--- src/rtl/logic_unit_pkg.sv ---
`default_nettype none
// +----------------------------------------------------------------------+
// | Package : logic_unit_pkg                                             |
// | Purpose : Shared op codes and FSM state encoding for the sliced      |
// |           bitwise logic unit (bitwise_logic_seq / bitwise_slice).    |
// | Revision: 1.0  initial release                                       |
// +----------------------------------------------------------------------+
package logic_unit_pkg;

   // Operation select codes
   localparam logic [1:0] OP_AND = 2'b00;
   localparam logic [1:0] OP_OR  = 2'b01;
   localparam logic [1:0] OP_XOR = 2'b10;
   localparam logic [1:0] OP_NOR = 2'b11;

   // Controller state encoding
   localparam int         STATE_W = 2;
   localparam logic [1:0] ST_IDLE = 2'd0;
   localparam logic [1:0] ST_RUN  = 2'd1;
   localparam logic [1:0] ST_DONE = 2'd2;

endpackage : logic_unit_pkg
`default_nettype wire

--- src/rtl/bitwise_slice.sv ---
`default_nettype none
// +----------------------------------------------------------------------+
// | Module  : bitwise_slice                                              |
// | Purpose : Combinational SLICE-wide AND/OR/XOR/NOR selected by op.    |
// | Ports   : op [1:0] operation code                                    |
// |           a  [SLICE-1:0] operand A slice                             |
// |           b  [SLICE-1:0] operand B slice                             |
// |           y  [SLICE-1:0] slice result                                |
// | Revision: 1.0  initial release                                       |
// +----------------------------------------------------------------------+
module bitwise_slice
   import logic_unit_pkg::*;
#(
   parameter int SLICE = 8
) (
   input  logic [1:0]       op,
   input  logic [SLICE-1:0] a,
   input  logic [SLICE-1:0] b,
   output logic [SLICE-1:0] y
);

   always_comb begin
      y = '0;
      case (op)
         OP_AND:  y = a & b;
         OP_OR:   y = a | b;
         OP_XOR:  y = a ^ b;
         OP_NOR:  y = ~(a | b);
         default: y = '0;
      endcase
   end

endmodule : bitwise_slice
`default_nettype wire

--- src/rtl/bitwise_logic_seq.sv ---
`default_nettype none
// +----------------------------------------------------------------------+
// | Module  : bitwise_logic_seq                                          |
// | Purpose : Multi-cycle bitwise logic unit. Captures two WIDTH-bit     |
// |           operands and an op, then evaluates SLICE bits per clock    |
// |           through a single shared slice engine, accumulating parity  |
// |           and zero flags alongside the result.                       |
// | Ports   : clk, rst (sync, active-high)                               |
// |           in_valid/in_ready   operation handshake                    |
// |           op[1:0], a, b       operation and operands                 |
// |           out_valid/out_ready result handshake                       |
// |           result, parity, zero                                       |
// | Revision: 1.0  initial release                                       |
// +----------------------------------------------------------------------+
module bitwise_logic_seq
   import logic_unit_pkg::*;
#(
   parameter int WIDTH = 32,
   parameter int SLICE = 8
) (
   input  logic             clk,
   input  logic             rst,
   input  logic             in_valid,
   output logic             in_ready,
   input  logic [1:0]       op,
   input  logic [WIDTH-1:0] a,
   input  logic [WIDTH-1:0] b,
   output logic             out_valid,
   input  logic             out_ready,
   output logic [WIDTH-1:0] result,
   output logic             parity,
   output logic             zero
);

   localparam int             NSLICE = WIDTH / SLICE;
   localparam int             CNT_W  = (NSLICE > 1) ? $clog2(NSLICE) : 1;
   localparam logic [CNT_W-1:0] C_LAST = CNT_W'(NSLICE - 1);

   logic [STATE_W-1:0] r_state;
   logic [STATE_W-1:0] w_next_state;

   logic [WIDTH-1:0]   r_a;
   logic [WIDTH-1:0]   r_b;
   logic [1:0]         r_op;
   logic [CNT_W-1:0]   r_cnt;
   logic [WIDTH-1:0]   r_result;
   logic               r_parity;
   logic               r_zero;

   logic [SLICE-1:0]   w_a_slice;
   logic [SLICE-1:0]   w_b_slice;
   logic [SLICE-1:0]   w_slice_res;
   logic               w_accept;
   logic               w_release;
   logic               w_last;

   assign w_accept  = in_valid  && in_ready;
   assign w_release = out_valid && out_ready;
   assign w_last    = (r_cnt == C_LAST);

   // ---------------- FSM: state register ----------------
   always_ff @(posedge clk) begin
      if (rst) begin
         r_state <= ST_IDLE;
      end else begin
         r_state <= w_next_state;
      end
   end

   // ---------------- FSM: next-state logic ----------------
   always_comb begin
      w_next_state = r_state;
      case (r_state)
         ST_IDLE: if (w_accept)  w_next_state = ST_RUN;
         ST_RUN:  if (w_last)    w_next_state = ST_DONE;
         ST_DONE: if (w_release) w_next_state = ST_IDLE;
         default:                w_next_state = ST_IDLE;
      endcase
   end

   // ---------------- FSM: outputs ----------------
   always_comb begin
      in_ready  = 1'b0;
      out_valid = 1'b0;
      case (r_state)
         ST_IDLE: in_ready  = 1'b1;
         ST_DONE: out_valid = 1'b1;
         default: ;
      endcase
   end

   // Select the operand slice addressed by the counter for the shared engine.
   always_comb begin
      w_a_slice = '0;
      w_b_slice = '0;
      for (int i = 0; i < NSLICE; i++) begin
         if (r_cnt == CNT_W'(i)) begin
            w_a_slice = r_a[i*SLICE +: SLICE];
            w_b_slice = r_b[i*SLICE +: SLICE];
         end
      end
   end

   bitwise_slice #(
      .SLICE (SLICE)
   ) u_slice (
      .op (r_op),
      .a  (w_a_slice),
      .b  (w_b_slice),
      .y  (w_slice_res)
   );

   // ---------------- Datapath: capture, counter, accumulators ----------------
   always_ff @(posedge clk) begin
      if (rst) begin
         r_a      <= '0;
         r_b      <= '0;
         r_op     <= OP_AND;
         r_cnt    <= '0;
         r_result <= '0;
         r_parity <= 1'b0;
         r_zero   <= 1'b1;
      end else begin
         case (r_state)
            ST_IDLE: begin
               if (w_accept) begin
                  r_a      <= a;
                  r_b      <= b;
                  r_op     <= op;
                  r_cnt    <= '0;
                  r_result <= '0;
                  r_parity <= 1'b0;
                  r_zero   <= 1'b1;
               end
            end
            ST_RUN: begin
               for (int i = 0; i < NSLICE; i++) begin
                  if (r_cnt == CNT_W'(i)) begin
                     r_result[i*SLICE +: SLICE] <= w_slice_res;
                  end
               end
               r_parity <= r_parity ^ (^w_slice_res);
               r_zero   <= r_zero & (w_slice_res == '0);
               // Wrap explicitly so non-power-of-two slice counts stay in range.
               r_cnt    <= w_last ? '0 : r_cnt + CNT_W'(1);
            end
            default: ; // DONE holds result and flags stable
         endcase
      end
   end

   assign result = r_result;
   assign parity = r_parity;
   assign zero   = r_zero;

endmodule : bitwise_logic_seq
`default_nettype wire

--- config.mk ---
export PLATFORM = sky130hd
export DESIGN_NAME = bitwise_logic_seq
export DESIGN_NICKNAME = d
export VERILOG_FILES = /design/src/rtl/logic_unit_pkg.sv /design/src/rtl/bitwise_slice.sv /design/src/rtl/bitwise_logic_seq.sv
export SDC_FILE = /design/constraint.sdc
export NUM_CORES = 1
export LEC_CHECK = 0
export ABC_AREA = 1
export CAP_MARGIN = 20
export CORE_MARGIN = 4
export CORE_UTILIZATION = 36
export DETAILED_ROUTE_END_ITERATION = 8
export SLEW_MARGIN = 20
export SYNTH_ARGS = -nofsm -noshare
export SYNTH_HDL_FRONTEND = slang
export SYNTH_SLANG_ARGS = --single-unit
export TNS_END_PERCENT = 10
--- constraint.sdc ---
create_clock -name clk -period 2.8 [get_ports clk]
set_clock_uncertainty 0.15 [all_clocks]
set_input_delay 0.42 -clock clk [delete_from_list [all_inputs] [get_ports clk]]
set_output_delay 0.42 -clock clk [all_outputs]
set_load 0.005 [all_outputs]
; Yosys cells after proc, flatten, opt, wreduce, memory -nomap -nowiden
; Cells that the tools add are included.
[word_totals]
input_bits = 70
output_inout_bits = 36
latchBits = 0
mem_count = 0
mem_bits_rw = 0
ff_bits = 104
mem_bits_ro = 0
[op_classes]
n_mul = 0
n_mux = 28
n_addsub = 1
eq_ne = 14
n_reduce_logical = 15
bitwise = 6
shifts = 0
n_div = 0
magnitude_cmp = 0
[op_table]
columns = op, count
row1 = 8-bit two-way mux, 12
row2 = 32-bit case mux with 2 select lines, 1
row3 = 32-bit two-way mux, 1
row4 = 8-bit case mux with 4 select lines, 1
row5 = 3-bit AND reduction, 5
row6 = 2-bit != test (second input constant), 6
row7 = 2-bit equality test (second input constant), 5
row8 = 2-bit two-way mux, 5
row9 = 8-bit AND, 1
row10 = 8-bit logical NOT, 1
row11 = 8-bit inverter, 1
row12 = 8-bit OR, 1
row13 = 8-bit XOR reduction, 1
row14 = 8-bit XOR, 1
row15 = 2-bit by 1-bit equality test with 1-bit output (second input constant), 3
row16 = 2-bit logical NOT, 3
row17 = 2-bit case mux with 3 select lines, 1
row18 = 1-bit two-way mux, 4
row19 = 1-bit case mux with 2 select lines, 2
row20 = 2-bit case mux with 2 select lines, 1
row21 = 2-bit AND reduction, 2
row22 = 2-bit by 1-bit adder with 2-bit output (second input constant), 1
row23 = 1-bit logical AND, 2
row24 = 2-bit nonzero test, 1
row25 = other kinds (2), 2

; Logic depth before layout (Yosys ltp)
[logic_depth]
depth_word = 11
mapped_depth = 26
mapped_depth_nobuf = 24

; Cells and area by module
; A second synthesis with hierarchy kept.
[hier_totals]
hier_cells = 709
area_unflattened_um2 = 5017.3
[by_module_without_submodules]
columns = module, instances, cells_per_inst, area_per_inst_um2
row1 = bitwise_logic_seq, 1, 623, 4456.8
row2 = bitwise_slice, 1, 86, 560.5

; Worst setup path before layout
; No wires, ideal clock.
[synth_path]
kind = register to register
startpoint = reg r_cnt[1]
endpoint = reg r_parity, in the netlist parity
required_time_ns = 2.586
setup_slack_ns = -0.071
arrival_time_ns = 2.657
synth_period_minus_slack_ns = 2.871
stages_incl_launch_ff = 24
cell_sequence = dfxtp_1 > inv_1 > ha_1 > inv_1 > clkbuf_1 > o21ai_0 > o21ai_0 > o21ai_1 > ha_1 > inv_1 > nor2_1 > nor2_1 > nor2_2 > inv_1 > ha_1 > inv_1 > nand2_1 > nand2_1 > nand2_1 > nand2_1 > nand2_1 > nand2_1 > inv_1 > nor2_1
[synth_between]
elab_chain_cells = 11
[synth_lines]
columns = element, line_no
row1 = from (decl), bitwise_logic_seq.sv:45  ; logic [CNT_W-1:0] r_cnt;
row2 = from (signal assigned), bitwise_logic_seq.sv:145  ; r_cnt <= w_last ? '0 : r_cnt + CNT_W'(1);
row3 = 2-bit logical NOT, bitwise_logic_seq.sv:97  ; if (r_cnt == CNT_W'(i)) begin
row4 = 8-bit two-way mux (4 in a row), bitwise_logic_seq.sv:97
row5 = 8-bit OR, "bitwise_slice.sv:26, bitwise_slice.sv:28"
row6 = 8-bit inverter, bitwise_slice.sv:28  ; OP_NOR: y = ~(a | b);
row7 = 8-bit case mux with 4 select lines *, bitwise_slice.sv:24  ; case (op)
row8 = 8-bit XOR reduction *, bitwise_logic_seq.sv:142  ; r_parity <= r_parity ^ (^w_slice_res);
row9 = 1-bit XOR *, bitwise_logic_seq.sv:142
row10 = 1-bit case mux with 2 select lines *, bitwise_logic_seq.sv:124  ; case (r_state)
row11 = to (signal assigned), bitwise_logic_seq.sv:142
row12 = to (decl), bitwise_logic_seq.sv:47  ; logic r_parity;
; Mark *: on every way between the ends. The rest lies on a longest branch, timed or not.
; A chain may end at the register's enable or synchronous reset.

; Worst setup path after layout
; Same ends and word-level chain as after synthesis.

==> impl_metrics.env <==
export IMPL_detail_route_vias_per_cell=4.95
export IMPL_clk_pin_slew_worst_paths_ps=70
export IMPL_post_route_cells_drive_above_1_share_pct=17.1
export IMPL_globalRouteOverflowTotal=0
export IMPL_worst_ir_drop_vdd_mv=0.312
export IMPL_die_area_um2=15900
export IMPL_cts_root_to_sink_buffers=2
export IMPL_mappedNetlistNets=817
export IMPL_worst_setup_path_type="flip-flop to flip-flop"
export IMPL_die_width_um=126
export IMPL_dp_final_hpwl_um=11000
export IMPL_synth_area_per_cell_um2=6.96
export IMPL_cp_common_cell="nand2_1"
export IMPL_rsz0062_at_grt="yes"
export IMPL_postLayoutCoreUtil_pct=53.5
export IMPL_worst_r2r_cell_count=22
export IMPL_detail_route_drc_violations=0
export IMPL_grt_pass1_wl_um=24100
export IMPL_core_rowCount=42
export IMPL_layout_setup_ws_ps=-61.8
export IMPL_fillerInstances=1332
export IMPL_critical_path_arrival_ps=2960
export IMPL_port_buffer_cells=105
export IMPL_slew_limit_headroom_pct=61.6
export IMPL_slew_violations=0
export IMPL_clock_power_share_pct=32.5
export IMPL_r2r_setup_slack_ps=-60
export IMPL_timing_critical_path_cells="buf_4 > ha_2 > buf_6 > a21oi_1 > o21ai_1 > o21ai_1 > ha_2 > nand2_1 > nand2_1 > nand2_1 > nand2_1 > nand2_1 > ha_4 > inv_2 > nand2_1 > nand2_1 > nand2_1 > nand2_1 > nand2_1 > nand2_1 > inv_1 > nor2_1"
export IMPL_commonest_cells_after_routing_fill_and_taps_aside="nor2_1, nand2_1, clkdlybuf4s50_1"
export IMPL_tritoncts="yes"
export IMPL_antenna_found_initial=0
export IMPL_fin_tns_setup_ps=-61.8
export IMPL_run_status="complete, but fails checks"
export IMPL_yosys_warnings=0
export IMPL_leakagePower_nw=3.02
export IMPL_clkLatencyLatePin_ps=350
export IMPL_tightest_slew_ps=576
export IMPL_critPathCaptureType="flip-flop"
export IMPL_fin_nets=949
export IMPL_globalplace_congestion=0.883
export IMPL_h_tree_depth=3
export IMPL_p_comb_share_pct=28.0
export IMPL_detailroute_via_count=5124
export IMPL_design_core_area_um2=13500
export IMPL_switching_power_mw=1.25
export IMPL_required_arrival_time_at_the_worst_endpoint_ps=2900
export IMPL_syn_inst=723
export IMPL_critPathBufInv=4
export IMPL_initial_core_util_pct=37.4
export IMPL_boundaryPins=106
export IMPL_timing_critical_path_fanout_max=10
export IMPL_grt_total_usage_pct=18.7
export IMPL_largest_delay_contributor_family_on_the_critical_path="simple AND/OR/NAND/NOR gates"
export IMPL_hold_path_cell_count=2
export IMPL_numClockSinks=104
export IMPL_diode_insertion_count_for_antenna_repair=0
export IMPL_drtAntennaViolNets=0
export IMPL_initialDrtViolationCount=280
export IMPL_hold_viol=0
export IMPL_finalPower_mw=4.19
export IMPL_postRouteWirelength_um=14700
export IMPL_cell_pwr_density_nw_per_um2=582
export IMPL_power_frac_seq_pct=39.5
export IMPL_worst_path_max_delay_cell="dfxtp_2"
export IMPL_cp_num_cells=22
export IMPL_max_cap_viol_count=0
export IMPL_area_growth_pct=43.0
export IMPL_layout_min_cycle_time_ps=2860
export IMPL_violations="negative setup slack"
export IMPL_synth_sequential_area_ratio_pct=41.4
export IMPL_timing_final_crit_share_pct=102
export IMPL_finalSetupViolations=1
export IMPL_peak_per_stage_delay_on_the_critical_path_ps=340
export IMPL_post_synth_instance_area_um2=5030
export IMPL_first_global_vias=5001
export IMPL_classification_of_the_worst_slack_hold_path="flip-flop to flip-flop"
export IMPL_internal_pwr_total_mw=2.94
export IMPL_wire_per_inst_um=14.2
export IMPL_fmax_mhz=349
export IMPL_detail_route_first_pass_iterations=4
export IMPL_cts_root_buf="clkbuf_16"
export IMPL_grt_start_max_net_pins=46
export IMPL_sw_frac_of_total_pct=29.9
export IMPL_worstSetupStartpointType="flip-flop"
export IMPL_placement_setup_worst_slack_ps=-245
export IMPL_dieHeight_um=126
export IMPL_synth_cell_type_count=21
export IMPL_final_common_cell="nor2_1"
export IMPL_cts_buffers_inserted=9
export IMPL_synth_seq_cells=104
routing by layer:
metal  vias to the layer above  global-route usage (%)  routed length (µm)
met2                       149                    31.5                6990
met4                         0                    7.70                 363
li1                       2640                       -                   -
met3                        29                    3.77                 799
met1                      2306                    23.3                6570
met5                         -                       0                   0
Yosys cell counts:
master    instances  area, µm²
o211ai_1          4       30.0
nand2_1         126        473
o21ai_1          14       70.1
buf_2            19       95.1
inv_2             7       26.3
a21oi_1          58        290
nand2_2           4       25.0
nand4_1          25        156
nor2_2            2       12.5
a22oi_1           3       22.5
nor2_1          120        450
ha_1             24        300
buf_6             1       11.3
dfxtp_1         104       2080
clkbuf_1         19       71.3
nand3_1          43        215
inv_1            58        218
o21ai_2           2       17.5
o21ai_0          84        420
buf_4             5       37.5
a211oi_1          1       7.51
through the flow:
| stage | cells | hold WS, ps | cell area, µm² |
|---|---|---|---|
| after floorplan | 723 | 280 | 5040 |
| final | 1035 | 316 | 7200 |
| after global routing | 1035 | 337 | 7200 |
| after detailed placement | 1007 | 309 | 6470 |
| after global placement | 1007 | 303 | 6470 |
| after CTS | 1035 | 318 | 7170 |
worst paths after layout:
kind | end | startpoint
worst max register to register | parity | r_cnt[1]
worst min register to register | result[2] | result[2]
worst max-delay path | parity | r_cnt[1]
worst min-delay path | result[2] | result[2]
what timing repair did:
| action | 4_1_cts | 5_1_grt |
|---|---|---|
| cloned | 3 | 0 |
| endpoints found under the setup margin | 1 | 6 |
| resized for setup | 79 | 13 |
| hold buffers | 0 | 0 |
| pin swaps | 34 | 6 |
| setup buffers | 10 | 0 |
cell families after synthesis:
family	count (synthesis)	share of synthesized area, %
adders and majority gates	24	5.97
and+or+nand+nor	320	26.5
AOI/OAI and AO/OA	166	17.1
DFF	104	41.4
buffers and inverters	109	9.13
sequential cells by signal (all words and copies together) (netlist names):
signal and count:
parity 1, r_b 32, r_op 2, r_state 2, r_cnt 2, result 32, r_a 32, zero 1
power groups by stage:
stage / clock, mW / combinational [mW] / sequential, mW
finish: 1.36 / 1.17 / 1.66
global route: 1.45 / 1.31 / 1.67
CTS: 1.39 / 1.15 / 1.66
detailed placement: 0 / 0.984 / 1.68
global placement: 0 / 0.960 / 1.68
floorplan: 0 / 0.593 / 1.66
worst reg2reg max path: cells and delay by family, from the launching register on:
family	cells	cell delay, ps
DFF	1	340
buffers and inverters	4	400
AOI/OAI and AO/OA	3	370
adders and majority gates	3	740
and+or+nand+nor	12	770
layout make-up:
cell class	count	area, µm²	share of cell area [%]
Multi-Input combinational cell	510	2720	37.8
Clock buffer	11	243	3.37
Tap cell	176	220	3.06
Timing Repair Buffer	165	1590	22.1
Clock inverter	4	76.3	1.06
Sequential cell	104	2090	29.0
Inverter	65	259	3.60
Power figures use the tool's default switching activity.
